**config.mk**
```make
export PLATFORM = sky130hd
export DESIGN_NAME = micro_sequencer
export DESIGN_NICKNAME = d
export VERILOG_FILES = /design/src/rtl/micro_sequencer.sv
export SDC_FILE = /design/constraint.sdc
export NUM_CORES = 1
export LEC_CHECK = 0
export BUFFER_PORTS_ARGS = -buffer_cell sky130_fd_sc_hd__buf_2
export CORE_MARGIN = 2
export CORE_UTILIZATION = 41
export DETAILED_ROUTE_END_ITERATION = 8
export SYNTH_ARGS = -nofsm -noshare
export SYNTH_HDL_FRONTEND = slang
export SYNTH_SLANG_ARGS = --single-unit
```
**constraint.sdc**
```tcl
create_clock -name clk -period 3.5 [get_ports clk]
set_clock_uncertainty 0.2 [all_clocks]
set_input_delay 0.35 -clock clk [delete_from_list [all_inputs] [get_ports clk]]
set_output_delay 0.35 -clock clk [all_outputs]
set_load 0.01 [all_outputs]
```
**src/rtl/micro_sequencer.sv**
```systemverilog
// Purpose: registered micro-PC next-address sequencer with a LIFO return-address stack.
// Latency: new pc is visible one cycle after bs/ps/z/bra/raa are sampled; no comb path from bs to pc.
// Backpressure: en=0 freezes pc, stack, depth and sticky flags; reset still acts.
module micro_sequencer #(
  parameter int            AW         = 8,
  parameter int            DEPTH      = 4,
  parameter logic [AW-1:0] RESET_ADDR = '0
) (
  input  logic                       clk,
  input  logic                       reset,
  input  logic                       en,
  input  logic [2:0]                 bs,
  input  logic                       ps,
  input  logic                       z,
  input  logic [AW-1:0]              bra,
  input  logic [AW-1:0]              raa,
  output logic [AW-1:0]              pc,
  output logic [$clog2(DEPTH):0]     depth,
  output logic                       full,
  output logic                       empty,
  output logic                       ovf,
  output logic                       unf
);

  localparam int PW = $clog2(DEPTH);
  localparam int DW = PW + 1;

  localparam logic [2:0] OP_INC   = 3'b000;
  localparam logic [2:0] OP_BCOND = 3'b001;
  localparam logic [2:0] OP_JREG  = 3'b010;
  localparam logic [2:0] OP_JMP   = 3'b011;
  localparam logic [2:0] OP_CALL  = 3'b100;
  localparam logic [2:0] OP_CALLC = 3'b101;
  localparam logic [2:0] OP_RET   = 3'b110;

  logic [AW-1:0] r_pc;
  logic [DW-1:0] r_depth;
  logic          r_ovf;
  logic          r_unf;
  logic [AW-1:0] r_stack [DEPTH];

  logic          w_take;
  logic [AW-1:0] w_inc;
  logic          w_full;
  logic          w_empty;
  logic [PW-1:0] w_push_idx;
  logic [PW-1:0] w_pop_idx;
  logic [AW-1:0] w_pc_nxt;
  logic          w_push;
  logic          w_pop;
  logic          w_set_ovf;
  logic          w_set_unf;

  assign w_take     = ps ^ z;
  assign w_inc      = r_pc + AW'(1);
  assign w_full     = (r_depth == DW'(DEPTH));
  assign w_empty    = (r_depth == '0);
  // Low bits only: when full (depth == DEPTH) they wrap to 0 and minus one gives DEPTH-1.
  assign w_push_idx = r_depth[PW-1:0];
  assign w_pop_idx  = r_depth[PW-1:0] - PW'(1);

  // Decode the branch-select code into next pc and stack push/pop/flag requests.
  always_comb begin
    w_pc_nxt  = r_pc;
    w_push    = 1'b0;
    w_pop     = 1'b0;
    w_set_ovf = 1'b0;
    w_set_unf = 1'b0;
    case (bs)
      OP_INC:   w_pc_nxt = w_inc;
      OP_BCOND: w_pc_nxt = w_take ? bra : w_inc;
      OP_JREG:  w_pc_nxt = raa;
      OP_JMP:   w_pc_nxt = bra;
      OP_CALL, OP_CALLC: begin
        // CALL is unconditional; CALLC only when taken. A suppressed call falls through.
        if (!bs[0] || w_take) begin
          if (w_full) begin
            w_pc_nxt  = w_inc;
            w_set_ovf = 1'b1;
          end else begin
            w_pc_nxt = bra;
            w_push   = 1'b1;
          end
        end else begin
          w_pc_nxt = w_inc;
        end
      end
      OP_RET: begin
        if (w_empty) begin
          w_pc_nxt  = w_inc;
          w_set_unf = 1'b1;
        end else begin
          w_pc_nxt = r_stack[w_pop_idx];
          w_pop    = 1'b1;
        end
      end
      default: w_pc_nxt = r_pc;
    endcase
  end

  // Micro-PC, stack depth and sticky error flags.
  always_ff @(posedge clk) begin
    if (reset) begin
      r_pc    <= RESET_ADDR;
      r_depth <= '0;
      r_ovf   <= 1'b0;
      r_unf   <= 1'b0;
    end else if (en) begin
      r_pc <= w_pc_nxt;
      if (w_push)
        r_depth <= r_depth + DW'(1);
      else if (w_pop)
        r_depth <= r_depth - DW'(1);
      r_ovf <= r_ovf | w_set_ovf;
      r_unf <= r_unf | w_set_unf;
    end
  end

  // Return-address storage; contents are never cleared, depth alone defines validity.
  always_ff @(posedge clk) begin
    if (!reset && en && w_push)
      r_stack[w_push_idx] <= w_inc;
  end

  assign pc    = r_pc;
  assign depth = r_depth;
  assign full  = w_full;
  assign empty = w_empty;
  assign ovf   = r_ovf;
  assign unf   = r_unf;

endmodule

```
==> impl_results.md, run 1 <==
* Post-DP HPWL at ~4.2 mm
* Hold Path Depth at 3
* Worst hold path type: primary input to register
* Clock latency on the worst-skew pair at approximately 300 ps
* CP Buf/Inv Count at 3
* Total Wirelength at 5.79 mm
* Count leader, synth: edfxtp_1
* Max_slew headroom at approximately 53%
* Final Wtd Congestion at between 0.7 and 0.8
* DRC errors left at 0
* # resized after CTS at 0
* Endpoint of the worst hold-timing path: pc[1]
* Post-synth EDFFs at 32
* Share of cells above drive strength 1 at a little over a quarter
* Setup Viol. Count Final at 0
* Flop-to-flop setup slack at 760 ps
* Top post-synthesis cells by count: 32 x edfxtp_1, 22 x nor2_1, 13 x dfxtp_1, 13 x nand2_1, 11 x inv_1
* Library cells used by synthesis at 43
* Crit path max fanout at 8
* Register-to-Register Path Depth at 8
* Average size of a mapped cell at between 10 and 15 µm²
* Sequential area share after synthesis at 52.6%
* # Post-CTS Setup Buffers at 0
* Arrival time of the worst setup path at about 2500 ps
* Std-Cell Rows at 27
* Slowest stage delay, CP at roughly 460 ps
* Cell Area, Synth at ~2300 µm²
* Die area at between 6000 and 7000 µm²
* Met1 WL at about 2.6 mm
* FF+latch count, synth at 45
* ANT cells at 0
* Worst-Margin Slew at 705 ps
* Max-capacitance violation count at 0
* Worst flop-to-flop path startpoint: depth[1]
* Vias at between 1500 and 2000
* Synth Instances at between 150 and 200
* CP top delay family: simple AND/OR/NAND/NOR gates
* Dpl ws at 746 ps
* Final ANT Viol Nets at 0
* F_max at 365 MHz
* Post-synth ARST share at 0%
* H-tree depth at 2
* Nets at ~270
* Number of port buffers at 38
* Slowest CP cell: dfxtp_1
* CTS clock-pin slew for the worst setup and hold paths at about 100 ps
* Final Hold Vio Count at 0
* Critical Path Start Type: register
* Longest Clk Path Bufs at 2
* Syn Nets at between 200 and 250
* Setup repair after global routing missed its margin: false
* Vias in the first global route at approximately 1700
* Critical path capture point type: register
* DRT iter0 DRCs at 109
* Clk root buf: clkbuf_8
* DRT Pass-1 Iters at 4
* Final Max Slew Viols at 0
* Cell Chain, Critical Path: inv_1 > ha_1 > nand2_1 > inv_1 > a2111oi_2 > inv_1 > nor3b_1 > and2_1
* Final worst slack at between 700 and 800 ps
* Prevailing post-synth register cell: edfxtp_1
* Vias/cell at around 5.5
* Area Overhead vs Synth at 15.8%
* Congestion Overflow GR at 0
* Crit. path cell count at 8
* Ys Warns at 0
* Period Utilization, post-route at 78.2%
* TritonCTS buffer count at 5
* Hold buffer count at CTS at 0
* Boundary pin count at 39
* WL met2 at 2.79 mm
* Min-delay src: bra[1]
* Core box area at about 5500 µm²
* Fin crit period at ~2700 ps
* Top sig layer: met4
* Share of the synthesized area in the top cell type at 41.4%
* Power Dens Cells at around 450 nW/µm²
* Synth area leaders: edfxtp_1 41%, dfxtp_1 11%, mux4_2 7.8%, nor2_1 3.6%, xnor2_1 3.0%
* DR WL met3 at about 390 µm
* Total Neg Setup Slack at 0 ps
* Routed wire length per instance at between 15 and 20 µm
* Chip Height at ~80 µm
* Total Routing Usage GR at between 15 and 20%
* First-pass GRT wire length at 9.00 mm
* CTS tree: yes
* Initial Util at 42.2%
* Setup Crit Path Kind: register to register
* Initial antenna violation count at 0
* Pin count of the biggest net entering global routing at 18
* Clock Sinks at 45
* Final core occ at roughly half
* Most common cell type on the critical path: inv_1
* Status: finished clean
* Reg-to-reg critical path endpoint: r_stack[1][7]
* Critical Path RT at 3260 ps
* Die W at about 80 µm
* Cell taking the most area after synthesis: edfxtp_1
* VDD IR max at 0.000225 V
* Leakage dissipation at about 1 nW
==> per-layer routing <==
layer,global-route usage [%],vias to the layer above
met1,27.1,838
li1,-,819
met3,3.64,5
met4,4.83,0
met2,31.4,55
met5,0,-
==> area by class of cell <==
| cell class | instances | area, µm² |
|---|---|---|
| sequential | 45 | 1220 |
| fill | 524 | 2820 |
| clock inverter | 3 | 48.8 |
| inverter | 11 | 41.3 |
| tap | 72 | 90.1 |
| timing repair buffer | 40 | 205 |
| multi-input combinational | 134 | 1020 |
| clock buffer | 5 | 68.8 |
==> flip-flops by register name (all words and copies together) (netlist names) <==
name     flops
r_stack     32
pc           8
unf          1
depth        3
ovf          1
==> layout by cell type (no fill, tap or decap), types with 2 or more instances in the layout <==
cell	n
nand4b_1	2
o21ai_0	8
nand2b_1	2
xnor2_1	8
buf_2	38
nand3_1	5
nand2_1	13
nor2_1	22
buf_4	2
o22ai_1	3
edfxtp_1	32
a21oi_1	9
mux2i_1	2
nor2b_1	4
mux4_2	8
and2_1	6
ha_1	5
nor3_1	4
inv_1	11
a221o_1	2
a221oi_1	6
a32o_1	2
a31o_2	3
dfxtp_1	13
a211oi_1	4
clkbuf_8	5
==> logic make-up (layout without fill, tap and decap cells) <==
kind of cell,Yosys count,count (layout),share of synthesized area (%)
AO/OA/AOI/OAI,42,42,13.6
flip-flops,45,45,52.6
buffers and inverters,20,59,3.72
multiplexers,10,10,8.62
adder cells (fa/ha/maj),6,6,3.55
XOR/XNOR,9,9,3.39
AND/OR/NAND/NOR,67,67,14.5
==> power breakdown <==
| part | internal, mW | switching (mW) | leakage, nW | total [mW] |
|---|---|---|---|---|
| clock | 0.218 | 0.198 | 0.0563 | 0.415 |
| combinational | 0.0785 | 0.112 | 0.538 | 0.190 |
| sequential | 0.588 | 0.0140 | 0.403 | 0.602 |
| total | 0.884 | 0.324 | 0.998 | 1.21 |
==> stage by stage <==
step	area, µm²	hold WS [ps]	power [mW]	cells
after detailed placement	2570	268	0.804	302
after global routing	2690	217	1.26	310
after floorplan	2320	303	0.738	199
after global placement	2570	252	0.802	302
final	2690	178	1.21	310
after CTS	2690	168	1.21	310
==> worst reg2reg max path: stages, from the launching register on <==
cell and delay [ps]:
dfxtp_1 460, inv_1 100, ha_1 230, nand2_1 100, inv_1 80, a2111oi_2 320
inv_1 130, nor3b_1 330, and2_1 460
==> worst max-delay path by stage <==
stage	end	slack [ps]	startpoint
detailed placement	r_stack[0][3]	750	depth[1]
global route	r_stack[0][7]	500	depth[1]
global placement	r_stack[2][3]	880	depth[1]
finish	r_stack[1][7]	760	depth[1]
CTS	r_stack[0][7]	720	depth[1]
floorplan	depth[2]	800	depth[0]
(Power assumes the default switching activity.)
==> run 2, diff against run 1 <==
- clock period: 3.5 -> 2.7 ns (I/O delays scaled with it)
==> impl_results.md, run 2 (synthesized netlist as in run 1, its figures left out) <==
* Setup Crit Path Kind: register to register
* Die W at between 70 and 80 µm
* Final instance area at 2730 µm²
* Setup Viol. Count Final at 0
* Number of port buffers at 38
* Arrival time of the worst setup path at around 2400 ps
* Final ANT Viol Nets at 0
* Chip Height at 79.3 µm
* Number of flip-flops in the largest register at 32
* ANT cells at 0
* Reg-to-reg critical path endpoint: depth[2]
* Clock latency on the worst-skew pair at 300 ps
* Total Routing Usage GR at about a fifth
* Most frequent cells in the layout: 38 x buf_2, 32 x edfxtp_1, 22 x nor2_1, 13 x nand2_1, 12 x dfxtp_1
* Max_slew headroom at a little under 50%
* CTS tree: yes
* Post-DP HPWL at 4.05 mm
* Share of cells above drive strength 1 at around 30%
* Final Hold Vio Count at 0
* Clk root buf: clkbuf_8
* Die area at roughly 6300 µm²
* CP Buf/Inv Count at 3
* DRC errors left at 0
* Hold buffer count at CTS at 0
* Max-capacitance violation count at 0
* Final Wtd Congestion at between 0.8 and 0.9
* Worst-Margin Slew at between 700 and 800 ps
* Vias in the first global route at 1775
* Cell Chain, Critical Path: inv_1 > ha_1 > nand2_1 > inv_1 > a2111oi_4 > inv_1 > fa_1 > nand2_1 > nor3_1 > a32o_1 > xnor2_1 > nor2_1
* Longest Clk Path Bufs at 2
* Area Overhead vs Synth at 17.6%
* Critical Path Start Type: register
* VDD IR max at about 0.0003 V
* Total Neg Setup Slack at 0 ps
* Core box area at roughly 5500 µm²
* Power consumption at 1.48 mW
* Final Max Slew Viols at 0
* Largest reg by FF count: r_stack
* DRT Pass-1 Iters at 4
* Most common cell after layout, fill and taps aside: buf_2
* Worst hold path type: primary input to register
* Register-to-Register Path Depth at 12
* First-pass GRT wire length at 8.78 mm
* Nets at 273
* Fin crit period at between 2000 and 2500 ps
* CTS clock-pin slew for the worst setup and hold paths at 80 ps
* Initial antenna violation count at 0
* Vias/cell at approximately 5.4
* Endpoint of the worst hold-timing path: pc[1]
* DRT iter0 DRCs at 125
* Clock Sinks at 45
* CP top delay family: adder cells
* Power Dens Cells at 543 nW/µm²
* Status: finished clean
* Std-Cell Rows at 27
* Total Wirelength at ~5.4 mm
* Post-DP Area at 2620 µm²
* Boundary pin count at 39
* # Post-CTS Setup Buffers at 0
* TritonCTS buffer count at 5
* Routed wire length per instance at between 15 and 20 µm
* Final core occ at between 40% and 50%
* F_max at about 410 MHz
* FILL cells at between 500 and 600
* Hold Path Depth at 3
* Critical Path RT at 2680 ps
* Pin count of the biggest net entering global routing at 18
* H-tree depth at 2
* Slowest CP cell: fa_1
* # resized after CTS at 0
* Leakage dissipation at around 1.0 nW
* Fin Hold WS at 113 ps
* Min-delay src: bra[1]
* Most common cell type on the critical path: inv_1
* Flop-to-flop setup slack at ~260 ps
* Setup repair after global routing missed its margin: false
* Worst flop-to-flop path startpoint: depth[0]
* Period Utilization, post-route at between 90% and 100%
* Initial Util at 42.2%
* Congestion Overflow GR at 0
* Critical path capture point type: register
* Crit path max fanout at 4
* Slowest stage delay, CP at ~400 ps
* Vias at between 1500 and 2000
[run 2: area by class of cell]
| cell class | instances | area (µm²) | share of cell area (%) |
|---|---|---|---|
| clock inverter | 2 | 17.5 | 0.641 |
| timing repair buffer | 46 | 250 | 9.16 |
| clock buffer | 6 | 82.6 | 3.02 |
| multi-input combinational | 134 | 1030 | 37.6 |
| tap | 72 | 90.1 | 3.30 |
| inverter | 11 | 41.3 | 1.51 |
| sequential | 45 | 1220 | 44.7 |
[run 2: report_power, final]
part	internal, mW	switching (mW)	leakage [nW]
Clock	0.213	0.243	0.0518
Sequential	0.763	0.0167	0.403
Combinational	0.107	0.143	0.571
Total	1.08	0.402	1.03
[run 2: worst reg2reg max path, stage by stage (launching register included)]
cell,delay (ps)
dfxtp_2,330
inv_1,70
ha_1,240
nand2_1,90
inv_1,90
a2111oi_4,270
inv_1,120
fa_1,400
nand2_1,80
nor3_1,40
a32o_1,220
xnor2_1,140
nor2_1,50
[run 2: how the worst max path moves through the flow]
stage | startpoint | to | slack, ps | cells after the start
final | depth[0] | depth[2] | 260 | 12
after global routing | depth[0] | depth[2] | 60 | 12
after CTS | depth[0] | depth[2] | 190 | 12
after detailed placement | depth[0] | depth[2] | 220 | 12
after global placement | depth[0] | depth[2] | 280 | 12
after floorplan | depth[0] | depth[2] | 90 | 13
[run 2: routing by layer]
metal / GRT usage (%) / wire length [µm] / vias to the layer above
met1: 25.2 / 2480 / 834
met2: 30.4 / 2620 / 45
li1: - / - / 834
met3: 4.20 / 281 / 5
met4: 5.17 / 51 / 0
met5: 0 / 0 / -
[run 2: metrics by stage]
step	worst slack (ps)	std cells
2_1_floorplan	89.8	199
3_3_place_gp	280	308
3_5_place_dp	217	308
4_1_cts	185	316
5_1_grt	58.8	316
6_report	256	316
==> run 3, diff against run 2 <==
- CELL_PAD_IN_SITES_DETAIL_PLACEMENT: not set -> 1
- CELL_PAD_IN_SITES_GLOBAL_PLACEMENT: not set -> 1
- PLACE_DENSITY_LB_ADDON: not set -> 0.1
==> impl_results.md, run 3 (synthesized netlist as in run 1, its figures left out) <==
* Flop-to-flop setup slack at approximately 230 ps
* Post-DP HPWL at roughly 4.6 mm
* Nets at approximately 270
* Power Dens Cells at ~540 nW/µm²
* Critical path capture point type: register
* Crit path max fanout at 5
* Largest reg by FF count: r_stack
* Final Wtd Congestion at 0.820
* Status: finished clean
* Leakage dissipation at 1.02 nW
* H-tree depth at 2
* Longest Clk Path Bufs at 2
* Clock latency on the worst-skew pair at about 290 ps
* Die area at 6290 µm²
* FILL cells at 611
* Period Utilization, post-route at around 92%
* Total Wirelength at roughly 6.3 mm
* Die W at 79.3 µm
* Vias in the first global route at 1843
* CP top delay family: compound AO/OA/AOI/OAI gates
* Clk root buf: clkbuf_8
* Initial antenna violation count at 0
* Final Hold Vio Count at 0
* Core box area at around 5500 µm²
* Number of flip-flops in the largest register at 32
* Total Neg Setup Slack at 0 ps
* Slowest CP cell: o22ai_1
* Setup repair after global routing missed its margin: false
* Sequential fraction of design power at a little over half
* Worst-Margin Slew at 630 ps
* DRT iter0 DRCs at approximately 110
* # resized after CTS at 0
* Post-DP Area at ~2600 µm²
* CP Buf/Inv Count at 1
* Max_slew headroom at approximately three fifths
* CTS clock-pin slew for the worst setup and hold paths at roughly 90 ps
* Routed wire length per instance at between 15 and 20 µm
* Logic gate share of total power at between 15 and 20%
* Initial Util at between 40 and 50%
* Critical Path RT at approximately 2700 ps
* Critical Path Start Type: register
* Clock power frac at 28.7%
* Final instance area at 2720 µm²
* Final worst slack at approximately 230 ps
* Most frequent cells in the layout: 38 x buf_2, 32 x edfxtp_1, 22 x nor2_1, 13 x nand2_1, 12 x dfxtp_1
* ANT cells at 0
* Boundary pin count at 39
* Vias/cell at roughly 5.5
* Most common cell after layout, fill and taps aside: buf_2
* Congestion Overflow GR at 0
* Final ANT Viol Nets at 0
* Most common cell type on the critical path: o22ai_1
* Chip Height at 79.3 µm
* Pin count of the biggest net entering global routing at 18
* Cell Chain, Critical Path: inv_1 > ha_1 > nor2b_1 > o22ai_1 > o22ai_1 > a221oi_1 > a211oi_1
* Area of the multi-input gates at roughly 1000 µm²
* Sw Ratio at 27.9%
* Std-Cell Rows at 27
* Sw Pwr at roughly 0.4 mW
* Clock Sinks at 45
* Internal Power at 1.05 mW
* # Post-CTS Setup Buffers at 0
* Final Max Slew Viols at 0
* Setup Viol. Count Final at 0
* Total Routing Usage GR at around a fifth
* Arrival time of the worst setup path at ~2500 ps
* Max-capacitance violation count at 0
* CTS tree: yes
* VDD IR max at approximately 0.00037 V
* Number of port buffers at 38
* FF/Latch Area at approximately 1200 µm²
* Worst hold path type: primary input to register
* Share of cells above drive strength 1 at just under 30%
* Slowest stage delay, CP at between 500 and 600 ps
* Area Overhead vs Synth at 17.1%
* DRT Pass-1 Iters at 4
* Setup Crit Path Kind: register to register
* Hold buffer count at CTS at 0
* TritonCTS buffer count at 5
* Fin crit period at between 2000 and 2500 ps
* First-pass GRT wire length at ~9.9 mm
* Dpl ws at 174 ps
* DRC errors left at 0
* F_max at between 400 and 500 MHz
* Vias at roughly 1700
* Fin Hold WS at 130 ps
[run 3: final cells by class]
| type | count | share of cell area [%] |
|---|---|---|
| clock buffers | 5 | 2.53 |
| clock inverters | 3 | 0.736 |
| inverters | 11 | 1.52 |
| multi-input cells | 134 | 38.0 |
| flip-flops and latches | 45 | 44.9 |
| well taps | 72 | 3.31 |
| repair buffers | 45 | 8.92 |
[run 3: worst paths after layout]
check / from / cells after the start / end
max reg2reg: depth[0] / 7 / pc[0]
max: depth[0] / 7 / pc[0]
min reg2reg: unf / 2 / unf
min: bra[1] / 3 / pc[1]
[run 3: power by group through the flow]
stage | Clock, mW | Combinational (mW) | Sequential, mW
after floorplan | 0 | 0.157 | 0.800
after global placement | 0 | 0.245 | 0.795
after detailed placement | 0 | 0.252 | 0.797
after CTS | 0.428 | 0.255 | 0.781
after global routing | 0.454 | 0.284 | 0.783
final | 0.419 | 0.258 | 0.781
[run 3: per-stage QoR]
| stage | cells | total power [mW] | util, % |
|---|---|---|---|
| after floorplan | 199 | 0.957 | - |
| after global placement | 307 | 1.04 | 47.4 |
| after detailed placement | 307 | 1.05 | 47.4 |
| after CTS | 315 | 1.46 | 49.1 |
| after global routing | 315 | 1.52 | 49.4 |
| final | 315 | 1.46 | 49.4 |
[run 3: layer usage]
layer | vias up | track usage, % | wire length [µm]
met5 | - | 0 | 0
met4 | 0 | 4.48 | 40
met3 | 4 | 3.41 | 188
met2 | 33 | 37.3 | 3230
met1 | 876 | 27.8 | 2820
li1 | 829 | - | -
[run 3: tightest hold or removal path: stages]
cell	delay (ps)
buf_2	80
a221oi_1	70
nor3_1	150
